**src/rtl/rv32_ctrl_pkg.sv**
```systemverilog
// Shared encodings for the multicycle RV32 controller: opcodes, instruction
// classes, FSM states, and the imm_sel / pc_sel / wb_sel select codes.
package rv32_ctrl_pkg;

  localparam logic [6:0] OPC_R      = 7'b0110011;
  localparam logic [6:0] OPC_IALU   = 7'b0010011;
  localparam logic [6:0] OPC_LOAD   = 7'b0000011;
  localparam logic [6:0] OPC_STORE  = 7'b0100011;
  localparam logic [6:0] OPC_BRANCH = 7'b1100011;
  localparam logic [6:0] OPC_JAL    = 7'b1101111;
  localparam logic [6:0] OPC_JALR   = 7'b1100111;
  localparam logic [6:0] OPC_LUI    = 7'b0110111;
  localparam logic [6:0] OPC_AUIPC  = 7'b0010111;

  localparam logic [2:0] IMM_I    = 3'd0;
  localparam logic [2:0] IMM_S    = 3'd1;
  localparam logic [2:0] IMM_B    = 3'd2;
  localparam logic [2:0] IMM_U    = 3'd3;
  localparam logic [2:0] IMM_J    = 3'd4;
  localparam logic [2:0] IMM_NONE = 3'd7;

  localparam logic [1:0] PC_PLUS4  = 2'd0;
  localparam logic [1:0] PC_TARGET = 2'd1;
  localparam logic [1:0] PC_JALR   = 2'd2;

  localparam logic [1:0] WB_ALU = 2'd0;
  localparam logic [1:0] WB_MEM = 2'd1;
  localparam logic [1:0] WB_PC4 = 2'd2;
  localparam logic [1:0] WB_IMM = 2'd3;

  typedef enum logic [2:0] {
    S_FETCH  = 3'd0,
    S_DECODE = 3'd1,
    S_EXEC   = 3'd2,
    S_MEM    = 3'd3,
    S_WB     = 3'd4,
    S_TRAP   = 3'd5
  } ctrl_state_e;

  typedef enum logic [3:0] {
    CLS_NONE   = 4'd0,
    CLS_R      = 4'd1,
    CLS_IALU   = 4'd2,
    CLS_LOAD   = 4'd3,
    CLS_STORE  = 4'd4,
    CLS_BRANCH = 4'd5,
    CLS_JAL    = 4'd6,
    CLS_JALR   = 4'd7,
    CLS_LUI    = 4'd8,
    CLS_AUIPC  = 4'd9
  } op_class_e;

endpackage

```
**src/rtl/ctrl_opcode_decode.sv**
```systemverilog
// Combinational opcode decoder: maps instruction[6:0] to an instruction class,
// the immediate format for that class, and a legal-opcode flag.
module ctrl_opcode_decode
  import rv32_ctrl_pkg::*;
(
  input  logic [6:0] opcode,
  output logic [3:0] op_class,
  output logic [2:0] imm_sel,
  output logic       legal
);

  always_comb begin
    op_class = CLS_NONE;
    imm_sel  = IMM_NONE;
    legal    = 1'b1;
    case (opcode)
      OPC_R:      begin op_class = CLS_R;      imm_sel = IMM_NONE; end
      OPC_IALU:   begin op_class = CLS_IALU;   imm_sel = IMM_I;    end
      OPC_LOAD:   begin op_class = CLS_LOAD;   imm_sel = IMM_I;    end
      OPC_STORE:  begin op_class = CLS_STORE;  imm_sel = IMM_S;    end
      OPC_BRANCH: begin op_class = CLS_BRANCH; imm_sel = IMM_B;    end
      OPC_JAL:    begin op_class = CLS_JAL;    imm_sel = IMM_J;    end
      OPC_JALR:   begin op_class = CLS_JALR;   imm_sel = IMM_I;    end
      OPC_LUI:    begin op_class = CLS_LUI;    imm_sel = IMM_U;    end
      OPC_AUIPC:  begin op_class = CLS_AUIPC;  imm_sel = IMM_U;    end
      default:    begin op_class = CLS_NONE;   imm_sel = IMM_NONE; legal = 1'b0; end
    endcase
  end

endmodule

```
**src/rtl/multicycle_controller.sv**
```systemverilog
// Multicycle RV32 control FSM (FETCH/DECODE/EXEC/MEM/WB/TRAP) with a retired
// instruction counter. Define CTRL_ILLEGAL_TRAP_EN to trap on unsupported opcodes.
module multicycle_controller
  import rv32_ctrl_pkg::*;
#(
  parameter int CNT_W = 32
) (
  input  logic             clk,
  input  logic             rst_n,
  input  logic [31:0]      instruction,
  input  logic             instr_valid,
  input  logic             mem_ready,
  input  logic             branch_taken,
  output logic             fetch_req,
  output logic             ir_write,
  output logic [2:0]       imm_sel,
  output logic             alu_src_b_imm,
  output logic             alu_src_a_pc,
  output logic             pc_write,
  output logic [1:0]       pc_sel,
  output logic             mem_read,
  output logic             mem_write,
  output logic             reg_write,
  output logic [1:0]       wb_sel,
  output logic             illegal_instr,
  output logic [CNT_W-1:0] instr_retired
);

  ctrl_state_e      state_q, state_d;
  op_class_e        cls_q, cls_d;
  logic [2:0]       imm_q, imm_d;
  logic             run_q;
  logic [CNT_W-1:0] cnt_q;
  logic             retire_s;

  logic [3:0]       dec_cls_raw_s;
  op_class_e        dec_cls_s;
  logic [2:0]       dec_imm_s;
  logic             dec_legal_s;
  logic             unused_instr_s;

  ctrl_opcode_decode u_dec (
    .opcode   (instruction[6:0]),
    .op_class (dec_cls_raw_s),
    .imm_sel  (dec_imm_s),
    .legal    (dec_legal_s)
  );

  assign dec_cls_s      = op_class_e'(dec_cls_raw_s);
  assign unused_instr_s = ^instruction[31:7];

  // run_q holds every strobe low until the first clock edge after reset release
  always_ff @(posedge clk or negedge rst_n) begin
    if (!rst_n) begin
      state_q <= S_FETCH;
      cls_q   <= CLS_NONE;
      imm_q   <= IMM_NONE;
      run_q   <= 1'b0;
      cnt_q   <= '0;
    end else begin
      state_q <= state_d;
      cls_q   <= cls_d;
      imm_q   <= imm_d;
      run_q   <= 1'b1;
      if (retire_s) begin
        cnt_q <= cnt_q + CNT_W'(1);
      end else begin
        cnt_q <= cnt_q;
      end
    end
  end

  always_comb begin
    state_d       = state_q;
    cls_d         = cls_q;
    imm_d         = imm_q;
    retire_s      = 1'b0;
    fetch_req     = 1'b0;
    ir_write      = 1'b0;
    imm_sel       = imm_q;
    alu_src_b_imm = 1'b0;
    alu_src_a_pc  = 1'b0;
    pc_write      = 1'b0;
    pc_sel        = PC_PLUS4;
    mem_read      = 1'b0;
    mem_write     = 1'b0;
    reg_write     = 1'b0;
    wb_sel        = WB_ALU;

    case (state_q)
      S_FETCH: begin
        imm_sel   = IMM_NONE;
        imm_d     = IMM_NONE;
        fetch_req = run_q;
        if (run_q && instr_valid) begin
          ir_write = 1'b1;
          pc_write = 1'b1;
          state_d  = S_DECODE;
        end else begin
          state_d  = S_FETCH;
        end
      end

      // The IR was loaded on the FETCH edge, so the decoder sees the new word here
      S_DECODE: begin
        imm_sel = dec_imm_s;
        imm_d   = dec_imm_s;
        cls_d   = dec_cls_s;
        if (dec_cls_s == CLS_BRANCH) begin
          alu_src_a_pc  = 1'b1;
          alu_src_b_imm = 1'b1;
        end else begin
          alu_src_a_pc  = 1'b0;
          alu_src_b_imm = 1'b0;
        end
        if (dec_legal_s) begin
          state_d = S_EXEC;
        end else begin
`ifdef CTRL_ILLEGAL_TRAP_EN
          state_d = S_TRAP;
`else
          state_d  = S_FETCH;
          retire_s = 1'b1;
`endif
        end
      end

      S_EXEC: begin
        case (cls_q)
          CLS_R:     state_d = S_WB;
          CLS_IALU:  begin alu_src_b_imm = 1'b1; state_d = S_WB;  end
          CLS_LOAD:  begin alu_src_b_imm = 1'b1; state_d = S_MEM; end
          CLS_STORE: begin alu_src_b_imm = 1'b1; state_d = S_MEM; end
          CLS_BRANCH: begin
            pc_write = branch_taken;
            pc_sel   = PC_TARGET;
            state_d  = S_FETCH;
            retire_s = 1'b1;
          end
          CLS_JAL: begin
            alu_src_a_pc  = 1'b1;
            alu_src_b_imm = 1'b1;
            pc_write      = 1'b1;
            pc_sel        = PC_TARGET;
            state_d       = S_WB;
          end
          CLS_JALR: begin
            alu_src_b_imm = 1'b1;
            pc_write      = 1'b1;
            pc_sel        = PC_JALR;
            state_d       = S_WB;
          end
          CLS_LUI:   state_d = S_WB;
          CLS_AUIPC: begin alu_src_a_pc = 1'b1; alu_src_b_imm = 1'b1; state_d = S_WB; end
          default: begin
            state_d  = S_FETCH;
            retire_s = 1'b1;
          end
        endcase
      end

      S_MEM: begin
        if (cls_q == CLS_LOAD) begin
          mem_read = 1'b1;
          state_d  = mem_ready ? S_WB : S_MEM;
        end else if (cls_q == CLS_STORE) begin
          mem_write = 1'b1;
          if (mem_ready) begin
            state_d  = S_FETCH;
            retire_s = 1'b1;
          end else begin
            state_d  = S_MEM;
          end
        end else begin
          state_d  = S_FETCH;
          retire_s = 1'b1;
        end
      end

      S_WB: begin
        reg_write = 1'b1;
        case (cls_q)
          CLS_LOAD: wb_sel = WB_MEM;
          CLS_JAL:  wb_sel = WB_PC4;
          CLS_JALR: wb_sel = WB_PC4;
          CLS_LUI:  wb_sel = WB_IMM;
          default:  wb_sel = WB_ALU;
        endcase
        state_d  = S_FETCH;
        retire_s = 1'b1;
      end

      S_TRAP: begin
        imm_sel = IMM_NONE;
        state_d = S_TRAP;
      end

      default: begin
        imm_sel = IMM_NONE;
        state_d = S_FETCH;
      end
    endcase
  end

`ifdef CTRL_ILLEGAL_TRAP_EN
  assign illegal_instr = (state_q == S_TRAP);
`else
  assign illegal_instr = 1'b0;
`endif

  assign instr_retired = cnt_q;

endmodule

```
**config.mk**
```make
export PLATFORM = sky130hd
export DESIGN_NAME = multicycle_controller
export DESIGN_NICKNAME = d
export VERILOG_FILES = /design/src/rtl/rv32_ctrl_pkg.sv /design/src/rtl/ctrl_opcode_decode.sv /design/src/rtl/multicycle_controller.sv
export SDC_FILE = /design/constraint.sdc
export NUM_CORES = 1
export LEC_CHECK = 0
export BUFFER_PORTS_ARGS = -buffer_cell sky130_fd_sc_hd__buf_2
export CAP_MARGIN = 5
export CORE_MARGIN = 5
export CORE_UTILIZATION = 35
export DETAILED_ROUTE_END_ITERATION = 16
export PLACE_DENSITY = 0.66
export REMOVE_ABC_BUFFERS = 1
export SYNTH_ARGS = -nofsm -noshare
export SYNTH_HDL_FRONTEND = slang
export SYNTH_SLANG_ARGS = --single-unit
export TNS_END_PERCENT = 30
```
**constraint.sdc**
```tcl
create_clock -name clk -period 2.73 [get_ports clk]
set_input_delay 0.1365 -clock clk [delete_from_list [all_inputs] [get_ports clk]]
set_output_delay 0.1365 -clock clk [all_outputs]
set_load 0.05 [all_outputs]
```
## Yosys cells after proc, flatten, opt, wreduce, memory -nomap -nowiden

Index checks and enable logic that the tools add are counted.

- Multipliers: 0
- Divide/modulo/power cells: 0
- Magnitude comparators: 0
- Reduce and logical (&&, ||, !) cells: 14
- Bitwise operators: 0
- Equality and inequality tests: 24
- Shift operators: 0
- $add $sub $neg: 1
- Muxes and demuxes: 39

Operators by type and width:

| cell | number |
|---|---|
| $pmux W4 S9 | 1 |
| $add A32 B1 Y32 const B | 1 |
| $pmux W3 S5 | 2 |
| $eq A7 B6 Y1 const B | 3 |
| $eq A7 B7 Y1 const B | 3 |
| $eq A4 B3 Y1 const B | 5 |
| $mux W1 | 19 |
| $pmux W3 S2 | 3 |
| $eq A7 B5 Y1 const B | 2 |
| $reduce_or A6 Y1 | 2 |
| $reduce_or A2 Y1 | 5 |
| $mux W3 | 3 |
| $reduce_or A9 Y1 | 1 |
| $eq A4 B2 Y1 const B | 2 |
| $eq A4 B4 Y1 const B | 2 |
| $mux W2 | 4 |
| $pmux W1 S2 | 4 |
| $reduce_or A8 Y1 | 1 |
| $eq A7 B2 Y1 const B | 1 |
| $eq A3 B2 Y1 const B | 2 |
| $eq A3 B3 Y1 const B | 2 |
| $pmux W2 S3 | 1 |
| $reduce_or A3 Y1 | 2 |
| $eq A4 B1 Y1 const B | 1 |
| other kinds (6) | 6 |

- Memories kept: 0
- Bits of input ports: 37
- Register bits after elaboration: 43
- Bits in writable memories: 0
- Logic and storage cells: 83
- ROM bits: 0
- Bits in latches: 0

## Logic depth before layout (Yosys ltp)

Gate-level depths: netlist of run 1.

- Depth after elaboration: 5
- Depth in mapped cells: 8

## Hierarchy

A second synthesis of run 1 with hierarchy kept.

- Cells, all modules: 289
- Area, all modules: 2592.5 sq um

Modules (own cells, without submodules):

| module | times used | area each (sq um) | cells each |
|---|---|---|---|
| multicycle_controller | 1 | 2383.5 | 256 |
| ctrl_opcode_decode | 1 | 209.0 | 33 |

## Worst setup path before layout of run 1

Ideal clock, no wire load.

- Path type: reg-to-output
- From: reg state_q[2]
- To: out pc_write
- Path slack: 0.508 ns
- Arrival time: 2.085 ns
- Stages on the path, launching flop included: 6
- Buffers on the path: 1
- Path through: dfrtp_1 -> clkbuf_1 -> nor2b_1 -> and2b_1 -> nand2_1 -> o21ai_0

- Cells in the longest elaborated chain, start to end: 2
- Elaborated cells between the ends (all ways): 3

RTL lines:

| item | RTL line | text |
|---|---|---|
| start: declaration | multicycle_controller.sv:29 | `ctrl_state_e state_q, state_d;` |
| start signal: assignment | multicycle_controller.sv:61 | `state_q <= state_d;` |
| $eq A3 B2 Y1 / $logic_not A3 Y1 (equally long branches) | multicycle_controller.sv:90 | `case (state_q)` |
| $pmux W1 S2 * | multicycle_controller.sv:90 |  |
| end: declaration | multicycle_controller.sv:19 | `output logic pc_write,` |

Mark *: on every way between the ends. The rest lies on a longest branch, timed or not.

## Final worst setup path of run 1

- From: reg cls_q[1]
- To: reg cnt_q[1], in the netlist instr_retired[1]

- Cells in the longest elaborated chain, start to end: 4
- Elaborated cells between the ends (all ways): 13

RTL lines:

| item | RTL line | text |
|---|---|---|
| start: declaration | multicycle_controller.sv:30 | `op_class_e cls_q, cls_d;` |
| start signal: assignment | multicycle_controller.sv:62 | `cls_q <= cls_d;` |
| $eq A4 B2 Y1, or another cell as far along | multicycle_controller.sv:129, multicycle_controller.sv:163 |  |
| $reduce_or A8 Y1 (no line) / $mux W1 (equally long branches) | n/a |  |
| $mux W1 (on tied branches) | multicycle_controller.sv:129, multicycle_controller.sv:163 |  |
| $pmux W1 S4 * | multicycle_controller.sv:90 |  |
| end signal: assignment | multicycle_controller.sv:66 | `cnt_q <= cnt_q + CNT_W'(1);` |
| end signal: assignment | multicycle_controller.sv:68 | `cnt_q <= cnt_q;` |
| end: declaration | multicycle_controller.sv:33 | `logic [CNT_W-1:0] cnt_q;` |

Marked as above.
A chain may end at the register's enable or synchronous reset.

==> out/metrics.cfg, run 1 <==
[final_layout]
syn_to_final_growth_pct=19.6
regArea_sq_um=1080
diodes=0
multiInputGateArea_sq_um=1330
final_cell_mix=58 x buf_2, 40 x dfrtp_1, 31 x nand2_1, 28 x xor2_1, 23 x nor2_1
fill_cells=687
drive_gt1_frac=0.273
nNetsFinal=359
final_common_cell=buf_2

[detailed_routing]
vias=2025
drt_pass1_iterations=4
drtAntennaViolNets=0
via_per_inst=4.84
routedWlPerCell_um=13.3
drcViolationCount=0
wirelength_um=5560
drt_iter0_drc=119

[synthesis]
async_flop_share=1.00
synth.ff_latch_count=43
synth.distinct_cells=48
netlist_area_sq_um=2500
ys_warn_count=0
synthesis.instances=265
yosysSeqAreaShare=0.432
synthFlopType=dfrtp_1
postSynthAreaPerCell_sq_um=9.42
synth_edf_count=0

[cts]
cts_hold_buf=0
clk_pin_slew_ns=0.08
cts_tree=done
htreeDepth=2
cts_inserted_buffers=5
postCtsResizedCells=0
cts_num_sinks=43
post_cts_buffers=0
clock_latency_ns=0.29
clockRootBuffer=clkbuf_8
clock_path_buffers=2

[die]
coreArea_sq_um=6870
num_rows=30
dieHeight_um=94.5
start_util=0.364
dieArea_sq_um=8920
ios=85
die_x_um=94.5

[sta]
setup_ws_ns=0.568
finalSetupViolations=0
fmax_mhz=463
finalHoldViolCount=26
fin_crit_sh=0.792
relSlewSlack=0.365
skew_ns=0.0113
worstMarginPinSlew_ns=0.952
hold-worst-slack_ns=-0.00709
drv_slew=0
period_minus_slack_ns=2.16
fin_setup_tns_ns=0
rsz0062_at_grt=no

[critical_path]
crit_path_start_kind=register
crit_type=register to register
crit_required_ns=2.91
regToRegSetupSlack_ns=0.57
arrival_ns=2.34
cp_max_fo=32
cp-end-kind=register

[pwr]
intPower_mw=1.08
comb_power_share=0.264
seq_power_share=0.448
leakagePower_nw=1.23
p_per_area_nw_per_um2=573
p_switching_mw=0.627
p_sw_frac=0.366
p_clk_frac=0.288
vdd_drop_max_mv=0.685

[status]
violations=negative hold slack
status=finished, violations left

[placed_design]
place_congestion=0.769
post-dp-hpwl_um=4150
portBuffers=58
dp_slack_ns=0.564

[grt]
grt_pass1_vias=1956
grt_pass1_wl_um=9200
antenna_found_initial=0
grt_max_degree=44
grt.overflow.total=0
grt_use_total=0.128

[job]
max-cap-violations=0

[hold_path]
hold_path_class=input pin to asynchronous set/reset pin

## power by group through the flow
| stage | sequential, mW | clock, mW | combinational [mW] |
|---|---|---|---|
| after floorplan | 0.949 | 0 | 0.155 |
| after global placement | 0.775 | 0 | 0.454 |
| after detailed placement | 0.779 | 0 | 0.456 |
| after CTS | 0.768 | 0.509 | 0.458 |
| after global routing | 0.780 | 0.544 | 0.487 |
| final | 0.767 | 0.493 | 0.452 |
## synthesized netlist by cell type (4+ instances only)
master | count | share of area
nor4_2 | 4 | 0.020
dfrtp_1 | 40 | 0.40
inv_1 | 6 | 0.0090
o21ai_0 | 10 | 0.020
nor3b_1 | 4 | 0.012
nor3_1 | 19 | 0.038
nand3b_1 | 7 | 0.021
clkbuf_1 | 8 | 0.012
nand2_1 | 31 | 0.047
nor2_1 | 23 | 0.035
xor2_1 | 28 | 0.098
xnor2_1 | 5 | 0.018
nand3_1 | 6 | 0.012
nor2b_1 | 6 | 0.015
a21oi_1 | 8 | 0.016
and3_1 | 4 | 0.010
nand4_1 | 6 | 0.015
o21a_1 | 6 | 0.018
## registers in the layout, indices dropped and copies added, names as in the netlist
register	cells
state_q	3
run_q	1
imm_q	3
cls_q	4
instr_retired	32
## final cells by class
class	count	area share
Inverter	6	0.00754
Clock inverter	3	0.0147
Tap cell	96	0.0402
Multi-Input combinational cell	203	0.446
Sequential cell	43	0.362
Timing Repair Buffer	62	0.107
Clock buffer	5	0.0230
## worst max-delay path, cell delays in order (launching register included)
cell	delay [ns]
dfrtp_1	0.53
nor2_1	0.27
nand3b_1	0.10
a31oi_1	0.21
o221a_4	0.53
mux2_2	0.39
## metal layers
layer | part of all wire | wire (um) | global-route usage | vias to the layer above
li1 | - | - | - | 1037
met1 | 0.48 | 2650 | 0.169 | 959
met2 | 0.48 | 2690 | 0.213 | 27
met3 | 0.032 | 176 | 0.0271 | 2
met4 | 0.0079 | 44 | 0.0325 | 0
met5 | 0 | 0 | 0 | -
## logic make-up after synthesis
kind of cell    Yosys count  share of synthesized area
compound gates           35                     0.0942
xor+xnor                 33                      0.116
fa+ha+maj                 1                    0.00501
buf+inv                  19                     0.0346
flops                    43                      0.432
mux                       2                    0.00902
other cells               2                    0.00301
simple gates            130                      0.306
## stage by stage
step	cells	util	power (mW)	hold slack (ns)	area (sq um)
after detailed placement	410	0.418	1.24	0.345	2870
after CTS	418	0.435	1.74	0.0282	2990
final	418	0.435	1.71	-0.00709	2990
after global placement	410	0.418	1.23	0.352	2870
after global routing	418	0.435	1.81	0.0753	2990
after floorplan	252	-	1.10	-0.159	2430
## worst paths after layout
kind | from | end | cells past startpoint
setup / recovery | cls_q[1]$_DFFE_PN0P_ | instr_retired[1]$_DFFE_PN0P_ | 5
hold / removal | rst_n | instr_retired[31]$_DFFE_PN0P_ | 1
setup reg to reg | cls_q[1]$_DFFE_PN0P_ | instr_retired[1]$_DFFE_PN0P_ | 5
hold reg to reg | instr_retired[31]$_DFFE_PN0P_ | instr_retired[31]$_DFFE_PN0P_ | 1
max in group asynchronous | rst_n | instr_retired[5]$_DFFE_PN0P_ | 1
min in group clk | instr_valid | state_q[0]$_DFF_PN0_ | 3
Note: power is estimated with default switching activity, not from simulation.
==> run 2: changes to the inputs <==
==> constraint.sdc (replaced) <==
create_clock -name clk -period 2.05 [get_ports clk]
set_input_delay 0.1025 -clock clk [delete_from_list [all_inputs] [get_ports clk]]
set_output_delay 0.1025 -clock clk [all_outputs]
set_load 0.05 [all_outputs]
==> run 2 against run 1 <==
Against the previous run:
- the flow now finishes without violations
- global-route usage is 1.5 points higher
- first-iteration DRC count is 42% lower
- combinational power is 48% higher
- clock power is 13% higher
- non-clock buffer count is 25 higher
- sequential power is 33% higher
- sequential cell count stayed put
- clock skew is 0.0033 ns lower
- die area stayed put
- hold slack better by 0.17 ns
- clock-buffer cell count stayed put
- maximum frequency is 10% higher
- critical path type unchanged
- critical endpoint is now instr_retired[19]$_DFFE_PN0P_
- highest routed layer unchanged
==> out/metrics.cfg, run 2 (synthesis results as in run 1) <==
[status]
status=finished clean

[pwr]
comb_power_share=0.297
leakagePower_nw=1.38
intPower_mw=1.37
seq_power_share=0.454
total_power_mw=2.24
p_sw_frac=0.391
p_per_area_nw_per_um2=692
p_switching_mw=0.877
vdd_drop_max_mv=0.905
p_clk_frac=0.249

[placed_design]
post-dp-hpwl_um=4500
portBuffers=58
dp_slack_ns=-0.0204
place_congestion=0.804

[grt]
grt_max_degree=44
grt_pass1_wl_um=10100
antenna_found_initial=0
grt_pass1_vias=2132
grt.overflow.total=0
grt_use_total=0.142

[detailed_routing]
drcViolationCount=0
wirelength_um=6220
drtAntennaViolNets=0
vias=2188
drt_pass1_iterations=4
drt_iter0_drc=69
routedWlPerCell_um=14.0
via_per_inst=4.93

[final_layout]
nNetsFinal=385
largest_register_ffs=32
drive_gt1_frac=0.353
diodes=0
final_common_cell=buf_2
syn_to_final_growth_pct=29.9
final_cell_mix=57 x buf_2, 38 x dfrtp_1, 31 x nand2_1, 29 x buf_4, 28 x xor2_1

[job]
max-cap-violations=0

[die]
ios=85
dieHeight_um=94.5
num_rows=30
die_x_um=94.5
start_util=0.364
coreArea_sq_um=6870
dieArea_sq_um=8920

[cts]
cts_tree=done
clk_pin_slew_ns=0.09
clockRootBuffer=clkbuf_8
clock_path_buffers=2
cts_num_sinks=43
htreeDepth=2
cts_inserted_buffers=5
clock_latency_ns=0.30

[sta]
rsz0062_at_grt=yes
fmax_mhz=511
skew_ns=0.00798
fin_setup_tns_ns=0
relSlewSlack=0.634
worstMarginPinSlew_ns=0.549
finalHoldViolCount=0
fin_crit_sh=0.954
finalSetupViolations=0
setup_ws_ns=0.0936
drv_slew=0
period_minus_slack_ns=1.96

[critical_path]
arrival_ns=2.18
crit_required_ns=2.27
crit_type=register to register
crit_path_start_kind=register
cp_max_fo=15
cp-end-kind=register

[hold_path]
hold_path_class=input pin to register

## run 2: per-layer routing
metal,vias to the layer above,part of all wire,track usage
li1,1086,-,-
met1,1061,0.45,0.189
met2,35,0.50,0.230
met3,6,0.039,0.0311
met4,0,0.013,0.0481
met5,-,0,0
## run 2: power groups by stage
stage / Clock, mW / Combinational, mW / Sequential, mW
3_5_place_dp: 0 / 0.641 / 1.03
2_1_floorplan: 0 / 0.207 / 1.26
4_1_cts: 0.581 / 0.642 / 1.02
6_report: 0.558 / 0.667 / 1.02
3_3_place_gp: 0 / 0.632 / 1.03
5_1_grt: 0.624 / 0.721 / 1.03
## run 2: worst paths after layout
kind	startpoint	to	slack [ns]	depth (start not counted)
max	state_q[0]$_DFF_PN0_	instr_retired[19]$_DFFE_PN0P_	0.09	6
min	instr_valid	state_q[0]$_DFF_PN0_	0.16	3
max reg2reg	state_q[0]$_DFF_PN0_	instr_retired[19]$_DFFE_PN0P_	0.09	6
min reg2reg	instr_retired[17]$_DFFE_PN0P_	instr_retired[17]$_DFFE_PN0P_	0.49	1
min in group asynchronous	rst_n	instr_retired[1]$_DFFE_PN0P_	0.44	3
max in group asynchronous	rst_n	state_q[0]$_DFF_PN0_	1.21	3
## run 2: cell type report
cell class	count	area (sq um)
Fill cell	680	3630
Multi-Input combinational cell	204	1410
Sequential cell	43	1080
Timing Repair Buffer	87	513
Tap cell	96	120
Clock buffer	5	68.8
Clock inverter	3	23.8
Inverter	6	22.5
## run 2: worst max-delay path: stages, from the launching register on
cell and delay, ns:
dfrtp_2 0.46, and2b_4 0.21, nand2_4 0.05, or2_1 0.26, o221a_4 0.39, nor4_2 0.32, xor2_1 0.19
## run 2: through the flow
step | cell area [sq um] | std cells | utilization | hold WS (ns)
3_5_place_dp | 3050 | 433 | 0.444 | 0.219
6_report | 3240 | 444 | 0.472 | 0.162
4_1_cts | 3150 | 442 | 0.459 | 0.170
2_1_floorplan | 2430 | 252 | - | -0.193
5_1_grt | 3240 | 444 | 0.472 | 0.176
3_3_place_gp | 3050 | 433 | 0.444 | 0.218
## run 2: what timing repair did
item	in CTS	in global routing
setup endpoints to repair	4	37
pin swaps	0	2
gates resized for setup	1	15
buffers inserted	0	1
gates cloned	0	1
endpoints found under the hold margin	40	0
hold buffers	1	0
==> run 3: changes to the inputs <==
==> constraint.sdc (replaced) <==
create_clock -name clk -period 2.05 [get_ports clk]
set_input_delay 0.1025 -clock clk [delete_from_list [all_inputs] [get_ports clk]]
set_output_delay 0.1025 -clock clk [all_outputs]
set_load 0.1 [all_outputs]
==> run 3 against run 2 <==
Against the previous run:
- critical path depth up 1
- clock skew up 0.0030 ns
- critical path type unchanged
- first-iteration DRC count grew 10%
- largest cell class unchanged
- hold slack better by 0.026 ns
- power grew 14%
- die area unchanged
==> out/metrics.cfg, run 3 (synthesis results as in run 1) <==
[detailed_routing]
drt_pass1_iterations=4
drtAntennaViolNets=0
wirelength_um=6260
via_per_inst=4.89
routedWlPerCell_um=13.8
vias=2216
drcViolationCount=0
drt_iter0_drc=76

[critical_path]
cp_slowest_cell=dfrtp_1
cp_max_fo=6
crit_required_ns=2.28
path_cells=and2b_4 > nand2_4 > or2_4 > o221a_2 > buf_4 > nor4b_2 > xor2_1
timing.rr.start=state_q[1]$_DFF_PN0_
crit_path_start_kind=register
arrival_ns=2.21
crit_type=register to register
cp_slowest_stage_delay_ns=0.38
timing.critical_path.from=state_q[1]$_DFF_PN0_
regToRegSetupSlack_ns=0.07
cp-end-kind=register

[placed_design]
dpl_cell_area_sq_um=3170
portBuffers=58
dp_slack_ns=0.0614
place_congestion=0.839
place_inst=439
post-dp-hpwl_um=4670

[final_layout]
diodes=0
drive_gt1_frac=0.387
final_cell_mix=47 x buf_2, 38 x dfrtp_1, 36 x buf_4, 31 x nand2_1, 28 x xor2_1
nNetsFinal=394
syn_to_final_growth_pct=36.9
largest_register_ffs=32
instances_no_fill=453
final_area_sq_um=3420
final_common_cell=buf_2

[cts]
clock_latency_ns=0.30
htreeDepth=2
cts_num_sinks=43
clock_path_buffers=2
cts_inserted_buffers=5
clk_pin_slew_ns=0.09
cts_tree=done
clockRootBuffer=clkbuf_8

[die]
num_rows=30
coreArea_sq_um=6870
die_x_um=94.5
dieArea_sq_um=8920
start_util=0.364
dieHeight_um=94.5
ios=85

[hold_path]
hp-start=mem_ready
hold_path_class=input pin to register

[pwr]
intPower_mw=1.39
p_clk_frac=0.217
p_per_area_nw_per_um2=747
p_switching_mw=1.17
comb_power_share=0.385
leakagePower_nw=1.44
p_sw_frac=0.457
vdd_drop_max_mv=1.38
total_power_mw=2.55
seq_power_share=0.398

[sta]
finalSetupViolations=0
fmax_mhz=506
finalHoldViolCount=0
drv_slew=0
skew_ns=0.0110
rsz0062_at_grt=yes
fin_setup_tns_ns=0
fin_crit_sh=0.964
period_minus_slack_ns=1.98
setup_ws_ns=0.0737

[grt]
top_usage_layer=met2
grt_pass1_vias=2111
grtUsageMet3=0.0311
antenna_found_initial=0
grt_pass1_wl_um=10000
grt_use_total=0.141
grt.overflow.total=0
met1_usage=0.188
grt_max_degree=22
use_met2=0.228

[job]
max-cap-violations=0

[status]
status=finished clean

## run 3: cell types whose count changed in the layout (fill, tap and decap cells not counted), moves of 3 or more
cell | before | now
nor3_2 | 1 | 4
buf_2 | 57 | 47
nor3_1 | 18 | 15
clkbuf_4 | 0 | 6
buf_12 | 0 | 6
buf_4 | 29 | 36
## run 3: cell type report
class / count / area (sq um)
Fill cell: 647 / 3450
Multi-Input combinational cell: 204 / 1420
Sequential cell: 43 / 1080
Timing Repair Buffer: 96 / 681
Tap cell: 96 / 120
Clock buffer: 5 / 68.8
Clock inverter: 3 / 23.8
Inverter: 6 / 22.5
## run 3: path summary, 6_finish.rpt
path | cells past startpoint | end
min in group asynchronous | 2 | instr_retired[15]$_DFFE_PN0P_
max | 7 | instr_retired[31]$_DFFE_PN0P_
min reg2reg | 1 | instr_retired[31]$_DFFE_PN0P_
max in group asynchronous | 3 | instr_retired[2]$_DFFE_PN0P_
max reg2reg | 7 | instr_retired[31]$_DFFE_PN0P_
min | 4 | state_q[1]$_DFF_PN0_
## run 3: critical path, delay by kind of cell, from the launching register on
kind            cells  cell delay (ns)
compound gates      1             0.36
xor+xnor            1             0.16
buf+inv             1             0.16
flops               1             0.38
simple gates        4             0.85
## run 3: power by group through the flow
stage,Clock [mW],Sequential [mW],Combinational [mW]
6_report,0.555,1.02,0.984
5_1_grt,0.620,1.03,1.04
4_1_cts,0.580,1.02,0.968
3_5_place_dp,0,1.03,0.964
3_3_place_gp,0,1.03,0.959
2_1_floorplan,0,1.53,0.229
## run 3: what timing repair did
item / CTS / global route
resized for setup: 2 / 26
hold buffers: 1 / 0
endpoints found under the hold margin: 16 / 0
pin swaps: 0 / 3
buffers inserted: 0 / 4
cloned: 0 / 1
endpoints found under the setup margin: 3 / 38
## run 3: routing by layer
layer	up-vias	part of all wire
met5	-	0
met4	0	0.012
met3	8	0.042
met2	44	0.50
met1	1057	0.45
li1	1107	-
## run 3: per-stage QoR
stage,hold WS (ns),utilization
6_report,0.188,0.498
5_1_grt,0.203,0.498
4_1_cts,0.173,0.478
3_5_place_dp,0.0968,0.462
3_3_place_gp,0.0922,0.462
2_1_floorplan,-0.193,-
